==> src/rtl/cpu_program_loader.sv <==
// cpu_program_loader: receives a program byte stream over valid/ready and
// assembles it into the flat program image of the 8-bit accumulator CPU.
// While loading it holds the CPU in reset. It then releases the CPU to run,
// watches the halt flag, and stops the run with a cycle-limit watchdog.
module cpu_program_loader #(
  parameter int MEM_BYTES  = 8,
  parameter int MAX_CYCLES = 255
) (
  input  logic                   clk,
  input  logic                   rst,
  input  logic                   load_req,
  input  logic                   abort,
  input  logic [7:0]             in_data,
  input  logic                   in_valid,
  input  logic                   in_last,
  output logic                   in_ready,
  input  logic                   cpu_halt,
  output logic [MEM_BYTES*8-1:0] i_mem,
  output logic                   cpu_rst,
  output logic                   busy,
  output logic                   done,
  output logic                   timeout,
  output logic [15:0]            run_cycles
);

  localparam int PW = (MEM_BYTES > 1) ? $clog2(MEM_BYTES) : 1;

  typedef enum logic [1:0] {IDLE, LOAD, RUN, DONE} state_t;

  state_t          state, state_nxt;
  logic [PW-1:0]   ptr;
  logic            hs, last_byte, start, abort_hit;
  logic            halt_ok, wd_hit;
  logic [15:0]     cyc_nxt;

  // Handshake and exit conditions. The run counter includes the current
  // cycle, so the watchdog compares against the incremented value.
  assign hs        = (state == LOAD) && in_valid;
  assign last_byte = hs && (in_last || (ptr == PW'(MEM_BYTES - 1)));
  assign cyc_nxt   = (run_cycles == 16'hFFFF) ? run_cycles : run_cycles + 16'd1;
  // In the first RUN cycle the counter is still 0 and the CPU is still
  // leaving reset, so a halt seen then is not trusted.
  assign halt_ok   = cpu_halt && (run_cycles != 16'd0);
  assign wd_hit    = (cyc_nxt == 16'(MAX_CYCLES));
  assign abort_hit = abort && (state != IDLE);
  assign start     = (state_nxt == LOAD) && ((state == IDLE) || (state == DONE));

  // The outputs are decoded from the state register only.
  assign cpu_rst  = (state == IDLE) || (state == LOAD);
  assign in_ready = (state == LOAD);
  assign busy     = (state == LOAD) || (state == RUN);
  assign done     = (state == DONE);

  // State register
  always_ff @(posedge clk) begin
    if (rst) state <= IDLE;
    else     state <= state_nxt;
  end

  // Next-state logic. An abort overrides every state-specific transition.
  always_comb begin
    state_nxt = state;
    case (state)
      IDLE: if (load_req)            state_nxt = LOAD;
      LOAD: if (last_byte)           state_nxt = RUN;
      RUN:  if (halt_ok || wd_hit)   state_nxt = DONE;
      DONE: if (load_req)            state_nxt = LOAD;
      default:                       state_nxt = IDLE;
    endcase
    if (abort_hit) state_nxt = IDLE;
  end

  // Image, pointer, run counter and timeout flag
  always_ff @(posedge clk) begin
    if (rst) begin
      i_mem      <= '0;
      ptr        <= '0;
      timeout    <= 1'b0;
      run_cycles <= '0;
    end else if (start) begin
      i_mem      <= '0;
      ptr        <= '0;
      timeout    <= 1'b0;
      run_cycles <= '0;
    end else if (abort_hit) begin
      ptr <= '0;
    end else begin
      case (state)
        LOAD: if (hs) begin
          for (int k = 0; k < MEM_BYTES; k++)
            if (ptr == PW'(k)) i_mem[k*8 +: 8] <= in_data;
          ptr <= ptr + 1'b1;
        end
        RUN: begin
          run_cycles <= cyc_nxt;
          if (halt_ok)     timeout <= 1'b0;
          else if (wd_hit) timeout <= 1'b1;
        end
        default: ;
      endcase
    end
  end

endmodule

==> config.mk <==
export PLATFORM = sky130hd
export DESIGN_NAME = cpu_program_loader
export DESIGN_NICKNAME = d
export VERILOG_FILES = /design/src/rtl/cpu_program_loader.sv
export SDC_FILE = /design/constraint.sdc
export NUM_CORES = 1
export LEC_CHECK = 0
export ABC_AREA = 0
export BUFFER_PORTS_ARGS = -buffer_cell sky130_fd_sc_hd__buf_2
export CAP_MARGIN = 20
export CORE_ASPECT_RATIO = 1.25
export CORE_MARGIN = 4
export CORE_UTILIZATION = 26
export DETAILED_ROUTE_END_ITERATION = 6
export PLACE_DENSITY_LB_ADDON = 0.08
export SLEW_MARGIN = 15
export SYNTH_ARGS = -nofsm -noshare
export SYNTH_HDL_FRONTEND = slang
export SYNTH_SLANG_ARGS = --single-unit
==> constraint.sdc <==
create_clock -name clk -period 2.3 [get_ports clk]
set_input_delay 0.575 -clock clk [delete_from_list [all_inputs] [get_ports clk]]
set_output_delay 0.575 -clock clk [all_outputs]
set_load 0.1 [all_outputs]
==> flow_summary.toml, run 1 <==
[status]
status = "complete, no violations"

[worst_setup_path]
critPathMaxStageDelay_ns = 0.35
r2r_slack_ns = 0.15
critPathMaxFanout = 8
critical_path_required_ns = 1.73
r2r-end = "i_mem[50]"
crit_path_start_kind = "register"
criticalPathCategory = "reg2out"
cpLargestDelayFamily = "buffers and inverters"
r2r_cells = 8
worstPathCellList = "inv_1 > buf_4 > ha_4 > or2_2 > buf_6"
rr_startpoint = "state[1]"
path_buf_inv = 3
worst_path_max_delay_cell = "dfxtp_2"
cp.arrival_ns = 1.60
end_kind = "primary output"

[clock_tree]
cts_tree = "yes"
path_clk_slew_ns = 0.06
cts.hold.buffers_added = 0
cts_buffer_depth = 2
numCtsBuffers = 9
htreeDepth = 3
cts_sinks = 86
clk_latency_ns = 0.33
root_buffer = "clkbuf_16"

[power_and_ir_drop]
p_switching_mw = 1.84
pwr_density_cell_nw_per_um2 = 919
clkPwrFrac_pct = 29.9
p_seq_share_pct = 34.5
comb_power_share_pct = 35.5
p_int_mw = 2.78
netSwitchingFraction_pct = 39.9
power.leakage_nw = 2.23
ir_drop_v = 0.000275

[logic_synthesis]
yosysTopAreaCell = "dfxtp_1"
synth.area.top_cells = "dfxtp_1, mux2i_1, nor2_1, ha_1, nand2_1"
synth_fp_nets = 479
synthCells = 452
synth.distinct_cells = 47
yosys.area.top_type_share_pct = 43.5
synth_most_common_cell = "dfxtp_1"
yosys_warnings = 0
synth_ff_type = "dfxtp_1"
async_flop_share_pct = 0
yosysSeqAreaShare_pct = 43.5
syn-cell-area_um2 = 3960
netlist_top_cells_count = "dfxtp_1, nor2_1, mux2i_1, nand2_1, nand3_1"
synth_edf_count = 0
avgSynthCellArea_um2 = 8.76
synth-seq-cells = 86

[global_route]
grt_max_degree = 34
grt_pass1_vias = 3452
grt_pass1_wl_um = 18700
antenna_found_initial = 0
overflow = 0
gr-usage-all-layers_pct = 13.6

[placed_design]
numPlacedInstances = 717
post_dp_cell_area_um2 = 4730
gp_congestion = 0.799
hpwl_um = 8810
portBuffers = 99

[detailed_routing]
via_count = 3451
wl_per_cell_um = 16.1
vias_per_cell = 4.71
drt-initial-drc-count = 107
postRouteWirelength_um = 11800
final_antenna_net_count = 0
drt_pass1_iterations = 4
drc = 0

[timing]
fmax_mhz = 459
rsz0062_at_grt = "true"
worst_pin_slew_ns = 0.557
finClkSkew_ns = 0.00677
slew_violations = 0
post-route-min-period_ns = 2.18
timing.hold.ws_ns = 0.451
slew_headroom_pct = 62.8
hold_viol = 0
setup_viol = 0
fin_crit_sh_pct = 94.7

[layout]
antenna_cells = 0
drive_gt1_share_pct = 30.7
area_delta_synth_final_pct = 27.0
final_core_util_pct = 33.6
finalNonFillerCells = 733
final_area_um2 = 5020
final_nets = 573

[die]
start_util_pct = 26.5
ios = 100
die_h_um = 146
rows = 50
die_x_um = 118
core_area_um2 = 15000
dieArea_um2 = 17300

[run]
drv_cap = 0

[worst_hold_path]
hold-path-endpoint = "i_mem[29]"
worstHoldStart = "i_mem[29]"
hold_class = "reg2reg"
hold_path_depth = 2
==> power groups by stage <==
stage	Sequential, mW	Clock, mW	Combinational, mW
finish	1.59	1.38	1.64
global placement	1.62	0	1.62
global route	1.60	1.50	1.75
floorplan	1.87	0	1.00
CTS	1.59	1.44	1.64
detailed placement	1.63	0	1.63
==> repair_timing <==
| action | CTS | global route |
|---|---|---|
| resized for setup | 1 | 3 |
| buffers inserted | 0 | 0 |
| setup endpoints to repair | 1 | 76 |
==> registers in the layout, summed over array words and instances (netlist names) <==
signal	cells
i_mem	64
ptr	3
run_cycles	16
state	2
timeout	1
==> kinds of logic (layout without fill, tap and decap cells) <==
family                     after synthesis  after routing  share of synthesized area [%]
and+or+nand+nor                        193            193                           23.2
DFF                                     86             86                           43.5
muxes                                   51             51                           12.9
AOI/OAI and AO/OA                       49             49                           7.56
buffers and inverters                   46            145                           5.69
xor gates and xnor gates                15             15                           3.32
adders and majority gates               12             12                           3.79
==> layer usage <==
layer	vias to the layer above	share of wire, %	track usage (%)
li1	1741	-	-
met1	1610	45	16.7
met2	84	48	22.9
met3	16	4.6	3.38
met4	0	2.3	5.34
met5	-	0	0
==> through the flow <==
step                setup TNS, ns  total power, mW  setup WS [ns]
floorplan                       0             2.87         0.0295
finish                          0             4.62          0.121
global route               -0.681             4.85        -0.0788
global placement                0             3.25          0.123
detailed placement              0             3.26         0.0842
CTS                             0             4.68         0.0180
==> worst reg2reg max path, delay by kind of cell (launching register included) <==
kind | cells | cell delay (ns)
AND/OR/NAND/NOR | 4 | 0.95
buffers and inverters | 2 | 0.30
flip-flops | 1 | 0.33
multiplexers | 1 | 0.31
adder cells (fa/ha/maj) | 1 | 0.15
==> final cells by class <==
type	count	area, um2
flip-flops and latches	86	1750
well taps	182	228
clock inverters	6	43.8
inverters	7	26.3
clock buffers	10	239
multi-input cells	320	2040
fillers	1597	9930
repair buffers	122	699
==> worst max-delay path by stage <==
stage	from	to	slack [ns]	depth (start not counted)
2_1_floorplan	run_cycles[12]	state[0]	0.03	7
3_3_place_gp	ptr[0]	i_mem[35]	0.12	8
3_5_place_dp	state[1]	i_mem[59]	0.08	8
4_1_cts	state[1]	cpu_rst	0.02	5
5_1_grt	state[1]	i_mem[51]	-0.08	8
6_report	state[1]	cpu_rst	0.12	5
==> layout by cell type, fill, tap and decap left out, types with 13 or more instances in the layout <==
| cell | count |
|---|---|
| a21oi_1 | 22 |
| buf_2 | 98 |
| buf_4 | 21 |
| dfxtp_1 | 69 |
| dfxtp_2 | 14 |
| mux2i_1 | 50 |
| nand2_1 | 37 |
| nand3_1 | 26 |
| nor2_1 | 76 |
| nor3_1 | 13 |
No activity file was read; power rests on OpenSTA's default activity.
==> inputs of run 2 (changes only) <==
- CORE_UTILIZATION: 26 -> 45
==> run 2 against run 1 <==
Effect of this change:
- first-iteration DRC count grew 20%
- worst setup slack gained 0.0077 ns
- critical path depth is 1 lower
- sequential share of layout area up 1.3 points
- sequential cell count did not move
- cell area decreased by 3.6%
- hold slack better by 0.0063 ns
- largest cell class unchanged
==> flow_summary.toml, run 2 (synthesis results as in run 1) <==
[placed_design]
gp_congestion = 0.915
place_ws_ns = 0.136
numPlacedInstances = 648
portBuffers = 99
hpwl_um = 7170

[detailed_routing]
wl_per_cell_um = 14.8
final_antenna_net_count = 0
dr_wl_met2_um = 4840
top_layer_used = "met4"
drc = 0
drt-initial-drc-count = 128
dr_wl_met3_um = 476
via_count = 3355
drt_pass1_iterations = 5
wl_met1_um = 4350
postRouteWirelength_um = 9810
vias_per_cell = 5.05

[die]
core_area_um2 = 8650
die_h_um = 113
start_util_pct = 45.7
die_x_um = 91.9
rows = 38
ios = 100
dieArea_um2 = 10400

[clock_tree]
htreeDepth = 3
cts.hold.buffers_added = 0
root_buffer = "clkbuf_8"
path_clk_slew_ns = 0.08
cts_sinks = 86
numCtsBuffers = 9
cts_buffer_depth = 2
clk_latency_ns = 0.36
cts_tree = "yes"

[layout]
finalNonFillerCells = 665
drive_gt1_share_pct = 30.1
nFillCells = 891
final_cell_mix = "buf_2, nor2_1, dfxtp_1, mux2i_1, nand2_1"
final_core_util_pct = 56.0
area_delta_synth_final_pct = 22.4
largest_reg_flops = 64
top_register = "i_mem"
antenna_cells = 0
final_common_cell = "buf_2"
final_nets = 567
top_regs = "i_mem (64), run_cycles (16), ptr (3)"

[timing]
timing.hold.ws_ns = 0.457
slew_violations = 0
finClkSkew_ns = 0.0119
hold_viol = 0
fmax_mhz = 461
fin_crit_sh_pct = 94.4
worst_pin_slew_ns = 0.510
rsz0062_at_grt = "false"
slew_headroom_pct = 66.2
post-route-min-period_ns = 2.17
setup_viol = 0
layout_setup_ws_ns = 0.129
setup_tns_ns = 0

[worst_setup_path]
crit_path_start_kind = "register"
worstPathCellList = "inv_2 > ha_4 > or2_2 > clkbuf_4"
critPathMaxFanout = 8
end_kind = "primary output"
cp.arrival_ns = 1.60
critPathMaxStageDelay_ns = 0.39
worst_path_max_delay_cell = "dfxtp_1"
cpLargestDelayFamily = "flip-flops"
critical_path_required_ns = 1.73
path_buf_inv = 2
criticalPathCategory = "reg2out"

[power_and_ir_drop]
clkPwrFrac_pct = 27.4
pwr_density_cell_nw_per_um2 = 900
ir_drop_v = 0.000623
comb_power_share_pct = 36.0
p_int_mw = 2.65
p_seq_share_pct = 36.6
netSwitchingFraction_pct = 39.1
p_switching_mw = 1.71
power.leakage_nw = 2.17

[global_route]
antenna_found_initial = 0
gr-usage-all-layers_pct = 19.4
overflow = 0
grt_pass1_vias = 3248
grt_pass1_wl_um = 16100
grt_max_degree = 33

[run]
drv_cap = 0

[status]
status = "complete, no violations"

[worst_hold_path]
hold_class = "reg2reg"
run 2: power groups by stage:
| stage | Combinational [mW] | Clock (mW) | Sequential (mW) |
|---|---|---|---|
| detailed placement | 1.55 | 0 | 1.63 |
| floorplan | 1.00 | 0 | 1.87 |
| global placement | 1.54 | 0 | 1.63 |
| global route | 1.70 | 1.29 | 1.61 |
| CTS | 1.55 | 1.23 | 1.60 |
| finish | 1.57 | 1.20 | 1.60 |
run 2: final cells by class:
class,count,area (um2),area share [%]
Sequential cell,86,1750,36.2
Multi-Input combinational cell,320,2040,42.1
Clock buffer,13,159,3.28
Inverter,7,26.3,0.542
Timing Repair Buffer,116,651,13.4
Clock inverter,3,67.6,1.39
Tap cell,120,150,3.10
run 2: final timing paths:
check / startpoint / endpoint / slack (ns) / cells after the start
setup / recovery: state[1] / cpu_rst / 0.13 / 4
hold / removal: i_mem[26] / i_mem[26] / 0.46 / 2
setup reg to reg: state[1] / i_mem[4] / 0.17 / 9
hold reg to reg: i_mem[26] / i_mem[26] / 0.46 / 2
run 2: tightest hold or removal path, stage by stage, from the launching register on:
cell     delay (ns)
dfxtp_1        0.31
nand2_1        0.05
a21oi_1        0.05
run 2: timing repair:
item | 4_1_cts | 5_1_grt
setup buffers | 0 | 1
gates resized for setup | 0 | 6
endpoints found under the hold margin | 0 | 0
endpoints found under the setup margin | 0 | 63
run 2: routing by layer:
metal	vias up	track usage, %
met3	12	2.99
met5	-	0
met4	0	7.53
met1	1531	24.0
met2	98	33.8
li1	1714	-
run 2: per-stage QoR:
stage	instance area, um2	power (mW)
after floorplan	4010	2.87
after global placement	4600	3.17
after detailed placement	4600	3.18
after CTS	4830	4.38
after global routing	4840	4.60
final	4840	4.36
